**src/rtl/mpt_walk_arbiter.sv**
```systemverilog
// rtl/mpt_walk_arbiter.sv - round-robin arbiter sharing one MPT walker among NUM_REQ requesters
// Optional grant counters enabled by defining MPT_ARB_PERF_EN.
package mpt_pkg;
   localparam int XLEN = 64;

   typedef enum logic [1:0] {
      ACC_READ  = 2'b00,
      ACC_WRITE = 2'b01,
      ACC_EXEC  = 2'b10
   } mpt_access_e;

   typedef enum logic [2:0] {
      NO_ERROR        = 3'b000,
      ACCESS_DENIED   = 3'b001,
      NOT_VALID_ENTRY = 3'b010,
      RESERVED_BITS   = 3'b011,
      LEVEL_FAULT     = 3'b100
   } page_format_fault_e;
endpackage

module mpt_walk_arbiter #(
   parameter int NUM_REQ = 2,
   parameter int XLEN    = mpt_pkg::XLEN,
   parameter int CNT_W   = 32
) (
   input  logic                      clk_i,
   input  logic                      rst_i,
   input  logic                      flush_i,
   input  logic [NUM_REQ-1:0]        req_valid_i,
   output logic [NUM_REQ-1:0]        req_ready_o,
   input  logic [NUM_REQ*XLEN-1:0]   req_spa_i,
   input  logic [NUM_REQ*2-1:0]      req_access_i,
   output logic [NUM_REQ-1:0]        rsp_valid_o,
   output logic                      rsp_fault_o,
   output logic [2:0]                rsp_error_o,
   output logic                      ptw_req_valid_o,
   input  logic                      ptw_req_ready_i,
   output logic [XLEN-1:0]           ptw_spa_o,
   output logic [1:0]                ptw_access_o,
   input  logic                      ptw_rsp_valid_i,
   input  logic                      ptw_rsp_fault_i,
   input  logic [2:0]                ptw_rsp_error_i,
   output logic                      busy_o
`ifdef MPT_ARB_PERF_EN
   ,
   output logic [NUM_REQ*CNT_W-1:0]  grant_cnt_o
`endif
);
   localparam int IDX_W = $clog2(NUM_REQ);
   localparam logic [IDX_W:0]   NUM_REQ_W = (IDX_W+1)'(NUM_REQ);
   localparam logic [IDX_W-1:0] LAST_IDX  = IDX_W'(NUM_REQ - 1);

   localparam logic [1:0] ARB_IDLE  = 2'd0;
   localparam logic [1:0] ARB_ISSUE = 2'd1;
   localparam logic [1:0] ARB_WAIT  = 2'd2;
   localparam logic [1:0] ARB_DRAIN = 2'd3;

   if (NUM_REQ < 2 || CNT_W < 1) begin : g_param_check
      $error("mpt_walk_arbiter: NUM_REQ must be >= 2 and CNT_W >= 1");
   end

   logic [1:0]         state_q, state_d;
   logic [IDX_W-1:0]   rr_ptr_q, owner_q, winner;
   logic [IDX_W:0]     cand_sum;
   logic               found, accept, rsp_capture;
   logic [XLEN-1:0]    spa_q;
   logic [1:0]         access_q;
   logic [NUM_REQ-1:0] rsp_valid_q;
   logic               rsp_fault_q;
   logic [2:0]         rsp_error_q;

   // Scan requesters starting at rr_ptr, wrapping past the last index.
   always_comb begin
      found    = 1'b0;
      winner   = '0;
      cand_sum = '0;
      for (int k = 0; k < NUM_REQ; k++) begin
         cand_sum = {1'b0, rr_ptr_q} + (IDX_W+1)'(k);
         if (cand_sum >= NUM_REQ_W) cand_sum = cand_sum - NUM_REQ_W;
         if (!found && req_valid_i[cand_sum[IDX_W-1:0]]) begin
            found  = 1'b1;
            winner = cand_sum[IDX_W-1:0];
         end
      end
   end

   assign accept      = (state_q == ARB_IDLE) && found && !flush_i;
   assign rsp_capture = (state_q == ARB_WAIT) && ptw_rsp_valid_i && !flush_i;

   always_comb begin
      for (int i = 0; i < NUM_REQ; i++) begin
         req_ready_o[i] = accept && (winner == IDX_W'(i));
      end
   end

   always_comb begin
      state_d = state_q;
      case (state_q)
         ARB_IDLE:  if (accept) state_d = ARB_ISSUE;
         ARB_ISSUE: begin
            if (ptw_req_ready_i) state_d = flush_i ? ARB_DRAIN : ARB_WAIT;
            else if (flush_i)    state_d = ARB_IDLE;
         end
         // A flush coinciding with the response drops it and frees the walker at once.
         ARB_WAIT: begin
            if (ptw_rsp_valid_i) state_d = ARB_IDLE;
            else if (flush_i)    state_d = ARB_DRAIN;
         end
         ARB_DRAIN: if (ptw_rsp_valid_i) state_d = ARB_IDLE;
         default:   state_d = ARB_IDLE;
      endcase
   end

   always_ff @(posedge clk_i) begin
      if (rst_i) begin
         state_q     <= ARB_IDLE;
         rr_ptr_q    <= '0;
         owner_q     <= '0;
         spa_q       <= '0;
         access_q    <= '0;
         rsp_valid_q <= '0;
         rsp_fault_q <= 1'b0;
         rsp_error_q <= mpt_pkg::NO_ERROR;
      end else begin
         state_q     <= state_d;
         rsp_valid_q <= '0;
         if (accept) begin
            rr_ptr_q <= (winner == LAST_IDX) ? '0 : winner + IDX_W'(1);
            owner_q  <= winner;
            spa_q    <= req_spa_i[int'(winner)*XLEN +: XLEN];
            access_q <= req_access_i[int'(winner)*2 +: 2];
         end
         if (rsp_capture) begin
            rsp_valid_q[owner_q] <= 1'b1;
            rsp_fault_q          <= ptw_rsp_fault_i;
            rsp_error_q          <= ptw_rsp_fault_i ? ptw_rsp_error_i : mpt_pkg::NO_ERROR;
         end
      end
   end

   assign rsp_valid_o     = rsp_valid_q;
   assign rsp_fault_o     = rsp_fault_q;
   assign rsp_error_o     = rsp_error_q;
   assign ptw_req_valid_o = (state_q == ARB_ISSUE);
   assign ptw_spa_o       = spa_q;
   assign ptw_access_o    = access_q;
   assign busy_o          = (state_q != ARB_IDLE);

`ifdef MPT_ARB_PERF_EN
   logic [CNT_W-1:0] grant_cnt_q [NUM_REQ];

   // Saturating so a long run never wraps back to a misleadingly small count.
   always_ff @(posedge clk_i) begin
      if (rst_i) begin
         for (int i = 0; i < NUM_REQ; i++) grant_cnt_q[i] <= '0;
      end else if (accept && (grant_cnt_q[winner] != '1)) begin
         grant_cnt_q[winner] <= grant_cnt_q[winner] + CNT_W'(1);
      end
   end

   for (genvar g = 0; g < NUM_REQ; g++) begin : g_cnt_out
      assign grant_cnt_o[g*CNT_W +: CNT_W] = grant_cnt_q[g];
   end
`endif
endmodule
```
**config.mk**
```make
export PLATFORM = sky130hd
export DESIGN_NAME = mpt_walk_arbiter
export DESIGN_NICKNAME = d
export VERILOG_FILES = /design/src/rtl/mpt_walk_arbiter.sv
export SDC_FILE = /design/constraint.sdc
export NUM_CORES = 1
export LEC_CHECK = 0
export CAP_MARGIN = 30
export CORE_ASPECT_RATIO = 1.25
export CORE_MARGIN = 8
export CORE_UTILIZATION = 30
export CTS_CLUSTER_SIZE = 28
export DETAILED_ROUTE_END_ITERATION = 16
export PLACE_DENSITY = 0.78
export SLEW_MARGIN = 15
export SYNTH_ARGS = -nofsm -noshare
export SYNTH_HDL_FRONTEND = slang
export SYNTH_SLANG_ARGS = --single-unit
```
**constraint.sdc**
```tcl
create_clock -name clk_i -period 2.14 [get_ports clk_i]
set_input_delay 0.321 -clock clk_i [delete_from_list [all_inputs] [get_ports clk_i]]
set_output_delay 0.321 -clock clk_i [all_outputs]
set_load 0.01 [all_outputs]
```
Word level (Yosys, flattened, before mapping)

Index checks and enable logic that the tools add are counted.
Widths: inputs -> output; s select.

Flip-flop bits (word level): 76
Input port bits: 143
Output and inout bits: 76
Word-level logic and storage cells: 65

$add $sub $neg: 4
Magnitude comparators: 6
Eq/ne operators: 7
Shifts and indexed selects: 2
Muxes and demuxes: 22
Bitwise operators: 2
Reductions and logical operators: 14

Operator list:

| operator            | count |
|---|---|
| $shiftx 128x8->64   | 1 |
| $mux 1              | 13 |
| $mux 2              | 6 |
| $logic_and 1x1->1   | 8 |
| $pmux 2 s4          | 1 |
| $lt 1x2->1 const B  | 3 |
| $eq 2x2->1 const B  | 2 |
| $ne 2x2->1 const B  | 2 |
| $reduce_and 4->1    | 1 |
| $shiftx 4x3->2      | 1 |
| $mux 3              | 1 |
| $ne 3x2->1 const B  | 1 |
| $ne 3x3->1 const B  | 1 |
| $add 1x1->2 const B | 1 |
| $eq 2x1->1 const B  | 1 |
| $ge 1x2->1 const B  | 1 |
| $ge 2x2->1 const B  | 1 |
| $logic_not 1->1     | 2 |
| $logic_not 2->1     | 1 |
| $not 1->1           | 2 |
| $reduce_bool 2->1   | 1 |
| $reduce_or 2->1     | 1 |
| $sub 1x1->1 const B | 2 |
| $add 1x1->1 const B | 1 |
| other kinds (2)     | 2 |

Depth between registers and ports, before layout

Depth after elaboration: 12
Gate-level depth with buffers: 6
Mapped depth without buffers: 3

Worst setup path after synthesis

OpenSTA, ideal clock, no wires.

Path kind: reg2reg
Start point: register state_q[1]
End point: register spa_q[35] (netlist: ptw_spa_o[35])
Library setup time: 59 ps
Arrival: 1620 ps
Data required time: 2081 ps
Setup slack: 460 ps
Cell stages (with the launch flop): 7
Buffers on the path: 3
Period minus slack after synthesis: 1680 ps
Cell sequence: dfxtp_1 > or4_1 > clkbuf_1 > nor3b_2 > buf_4 > buf_6 > a221o_1

Word-level cells in the longest chain between the ends: 3

Ends and longest elaborated chain:

| element                        | RTL line | text |
|---|---|---|
| from (decl)                    | 62       | `logic [1:0] state_q, state_d;` |
| from (signal assigned)         | 125      | `state_q <= state_d;` |
| $logic_not 2->1                | 87       | `assign accept = (state_q == ARB_IDLE) && found && !flush_i;` |
| $logic_and 1x1->1 (2 in a row) | 87       |  |
| to (signal assigned)           | 130      | `spa_q <= req_spa_i[int'(winner)*XLEN +: XLEN];` |
| to (decl)                      | 66       | `logic [XLEN-1:0] spa_q;` |

No other way between the ends.
A chain may end at the register's enable or synchronous reset.

Worst setup path after layout

Start point: register state_q[1]
End point: register spa_q[3] (netlist: ptw_spa_o[3])

Same word-level chain as after synthesis.

==> results.sh <==
export IMPL_yosysTopAreaCell="dfxtp_1"
export IMPL_r2r_end="ptw_spa_o[3]"
export IMPL_dp_cells=686
export IMPL_vias_per_cell=5.08
export IMPL_rsz0062_at_grt="false"
export IMPL_synth_seq_cells=76
export IMPL_design_die_area_sq_um=14100
export IMPL_grt_pass1_vias=3801
export IMPL_yosys_warnings=0
export IMPL_hold_path_depth=1
export IMPL_drv_slew=0
export IMPL_ys_seq_area_share_pct=48.1
export IMPL_r2r_slack_ns=0.12
export IMPL_clock_skew_ns=0.00595
export IMPL_critPathLaunchType="flop"
export IMPL_critPathMaxFanout=44
export IMPL_synth_top_cells_by_count="dfxtp_1 (76), nor3_1 (69), a221o_1 (66), inv_1 (57), clkbuf_1 (21)"
export IMPL_syn_inst=346
export IMPL_clock_fmax_mhz=495
export IMPL_period_share_pct=94.3
export IMPL_n_fill_cell=882
export IMPL_hold_path_end="rsp_valid_o[0]"
export IMPL_cts_hold_buf=0
export IMPL_grt_usage_pct=17.4
export IMPL_grt_antenna_before_repair=0
export IMPL_numPortBuffers=218
export IMPL_firstDrtPassIters=5
export IMPL_power_total_w=0.00409
export IMPL_path_clk_slew_ns=0.06
export IMPL_vias=3563
export IMPL_ys_flop_type="dfxtp_1"
export IMPL_p_leak_nw=2.42
export IMPL_antennaDiodeCount=0
export IMPL_drt_iter0_markers=196
export IMPL_min_from="owner_q"
export IMPL_die_h_um=131
export IMPL_worst_slew_pin_slew_ns=0.471
export IMPL_crit_path_end_kind="flop"
export IMPL_ir_worst_vdd_uv=388
export IMPL_routed_wl_um=12600
export IMPL_required_ns=2.41
export IMPL_gr_total_overflow=0
export IMPL_synth_edf_count=0
export IMPL_ant_nets=0
export IMPL_grt_pass1_wl_um=19300
export IMPL_synth_async_reset_ratio_pct=0
export IMPL_crit_type="flop to flop"
export IMPL_r2r_cells=5
export IMPL_cts_buffers=9
export IMPL_clkSinkCount=76
export IMPL_rr_startpoint="state_q[1]"
export IMPL_cts_resized=4
export IMPL_clock_path_buffers=2
export IMPL_synth_area_sq_um=3160
export IMPL_synth_distinct_cells=29
export IMPL_syn_nets=489
export IMPL_synth_top_area_share_pct=48.1
export IMPL_grt_max_degree=45
export IMPL_fin_crit_ns=2.02
export IMPL_maxCapViolCount=0
export IMPL_status="completed"
export IMPL_powerDensity_nw_per_um2=694
export IMPL_wire_per_inst_um=17.9
export IMPL_layout_drive_gt1_share_pct=7.72
export IMPL_synthTopCellsByArea="dfxtp_1 (48%), a221o_1 (21%), nor3_1 (11%), inv_1 (6.8%), clkbuf_1 (2.5%)"
export IMPL_stdcell_count=702
export IMPL_cts_tree="built"
export IMPL_start_util_pct=30.2
export IMPL_cts_setup_buffers=0
export IMPL_synth_most_common_cell="dfxtp_1"
export IMPL_hold_path_class="flop to flop"
export IMPL_gp_congestion=0.829
export IMPL_crit_start="state_q[1]"
export IMPL_dpl_hpwl_um=9590
export IMPL_slew_headroom_pct=68.6
export IMPL_syn_to_final_growth_pct=86.5
export IMPL_hold_viol_final=0
export IMPL_die_x_um=108
export IMPL_coreArea_sq_um=10500
export IMPL_setup_viol=0
export IMPL_insertion_delay_ns=0.33
export IMPL_cts_htree_levels=3
export IMPL_cts_root_buf="clkbuf_16"
export IMPL_fin_area_sq_um=5900
export IMPL_drc_errors=0
export IMPL_layout_nets=708
export IMPL_ios=219
export IMPL_num_rows=42
export IMPL_place_area_sq_um=5570
export IMPL_critPathArrivalTime_ns=2.29
export IMPL_syn_avg_cell_area_sq_um=9.14
routing by layer:
metal | global-route usage [%] | up-vias | part of all wire, %
met2 | 29.5 | 185 | 50
li1 | - | 1700 | -
met1 | 18.7 | 1661 | 38
met3 | 7.02 | 17 | 10
met5 | 0 | - | 0
met4 | 7.36 | 0 | 1.8
power by group:
| group | switching (W) | internal [W] | total, W |
|---|---|---|---|
| registers | 0.0000706 | 0.00152 | 0.00159 |
| clock network | 0.000565 | 0.00105 | 0.00161 |
| logic | 0.000340 | 0.000548 | 0.000888 |
final cells by class:
class	count	area [sq um]	area share, %
Clock buffer	11	243	4.12
Clock inverter	5	75.1	1.27
Inverter	57	214	3.63
Multi-Input combinational cell	183	1310	22.2
Sequential cell	76	1520	25.8
Tap cell	132	165	2.80
Timing Repair Buffer	238	2370	40.2
state kept, by name, indices dropped and copies added (netlist names):
signal,cells
ptw_spa_o,64
rsp_error_o,3
rsp_fault_o,1
rsp_valid_o,2
ptw_access_o,2
owner_q,1
rr_ptr_q,1
state_q,2
worst max-delay path by stage:
stage	slack (ns)	depth (start not counted)	to
global placement	-0.10	6	ptw_spa_o[3]
CTS	0.13	5	ptw_spa_o[3]
global route	0.03	5	ptw_spa_o[3]
floorplan	0.46	6	ptw_spa_o[35]
finish	0.12	5	ptw_spa_o[3]
detailed placement	-0.14	6	ptw_spa_o[3]
placed cells by master (no fill, tap or decap):
cell	count
nor2_1	1
nand3_1	3
nor3_1	68
nand2_1	16
bufinv_16	2
or2_2	1
buf_12	3
a21oi_4	1
a21oi_1	8
o21bai_1	1
nor4bb_1	1
clkinv_2	3
dfxtp_1	76
nor3_2	1
a21bo_2	1
xor2_1	1
dlygate4sd2_1	2
nand2b_1	1
a221o_1	66
nor2b_1	3
a311oi_1	1
or4_2	1
buf_4	17
nor2_2	2
o211a_1	1
and3b_1	1
clkbuf_1	1
nor3b_1	1
nand4bb_1	1
nor3b_4	1
clkbuf_8	1
clkbuf_16	9
clkdlybuf4s50_1	216
inv_1	57
o21ba_2	1
per-stage QoR:
step / setup slack [ns] / util, % / TNS [ns] / hold slack (ns)
2_1_floorplan: 0.460 / - / 0 / 0.418
3_3_place_gp: -0.102 / 53.3 / -3.74 / 0.425
3_5_place_dp: -0.143 / 53.3 / -6.23 / 0.442
4_1_cts: 0.130 / 56.4 / 0 / 0.451
5_1_grt: 0.0343 / 56.4 / 0 / 0.477
6_report: 0.122 / 56.4 / 0 / 0.451
cell families after synthesis:
group	count (synthesis)	share of synthesized area (%)
flops	76	48.1
simple gates	102	16.5
xor+xnor	1	0.277
buf+inv	87	11.3
compound gates	80	23.8
critical path, cell delays in order (launching register included):
cell,delay [ns]
dfxtp_1,0.40
or4_2,0.77
buf_4,0.31
nor2_2,0.15
buf_4,0.17
a221o_1,0.15
(Power assumes the default switching activity.)
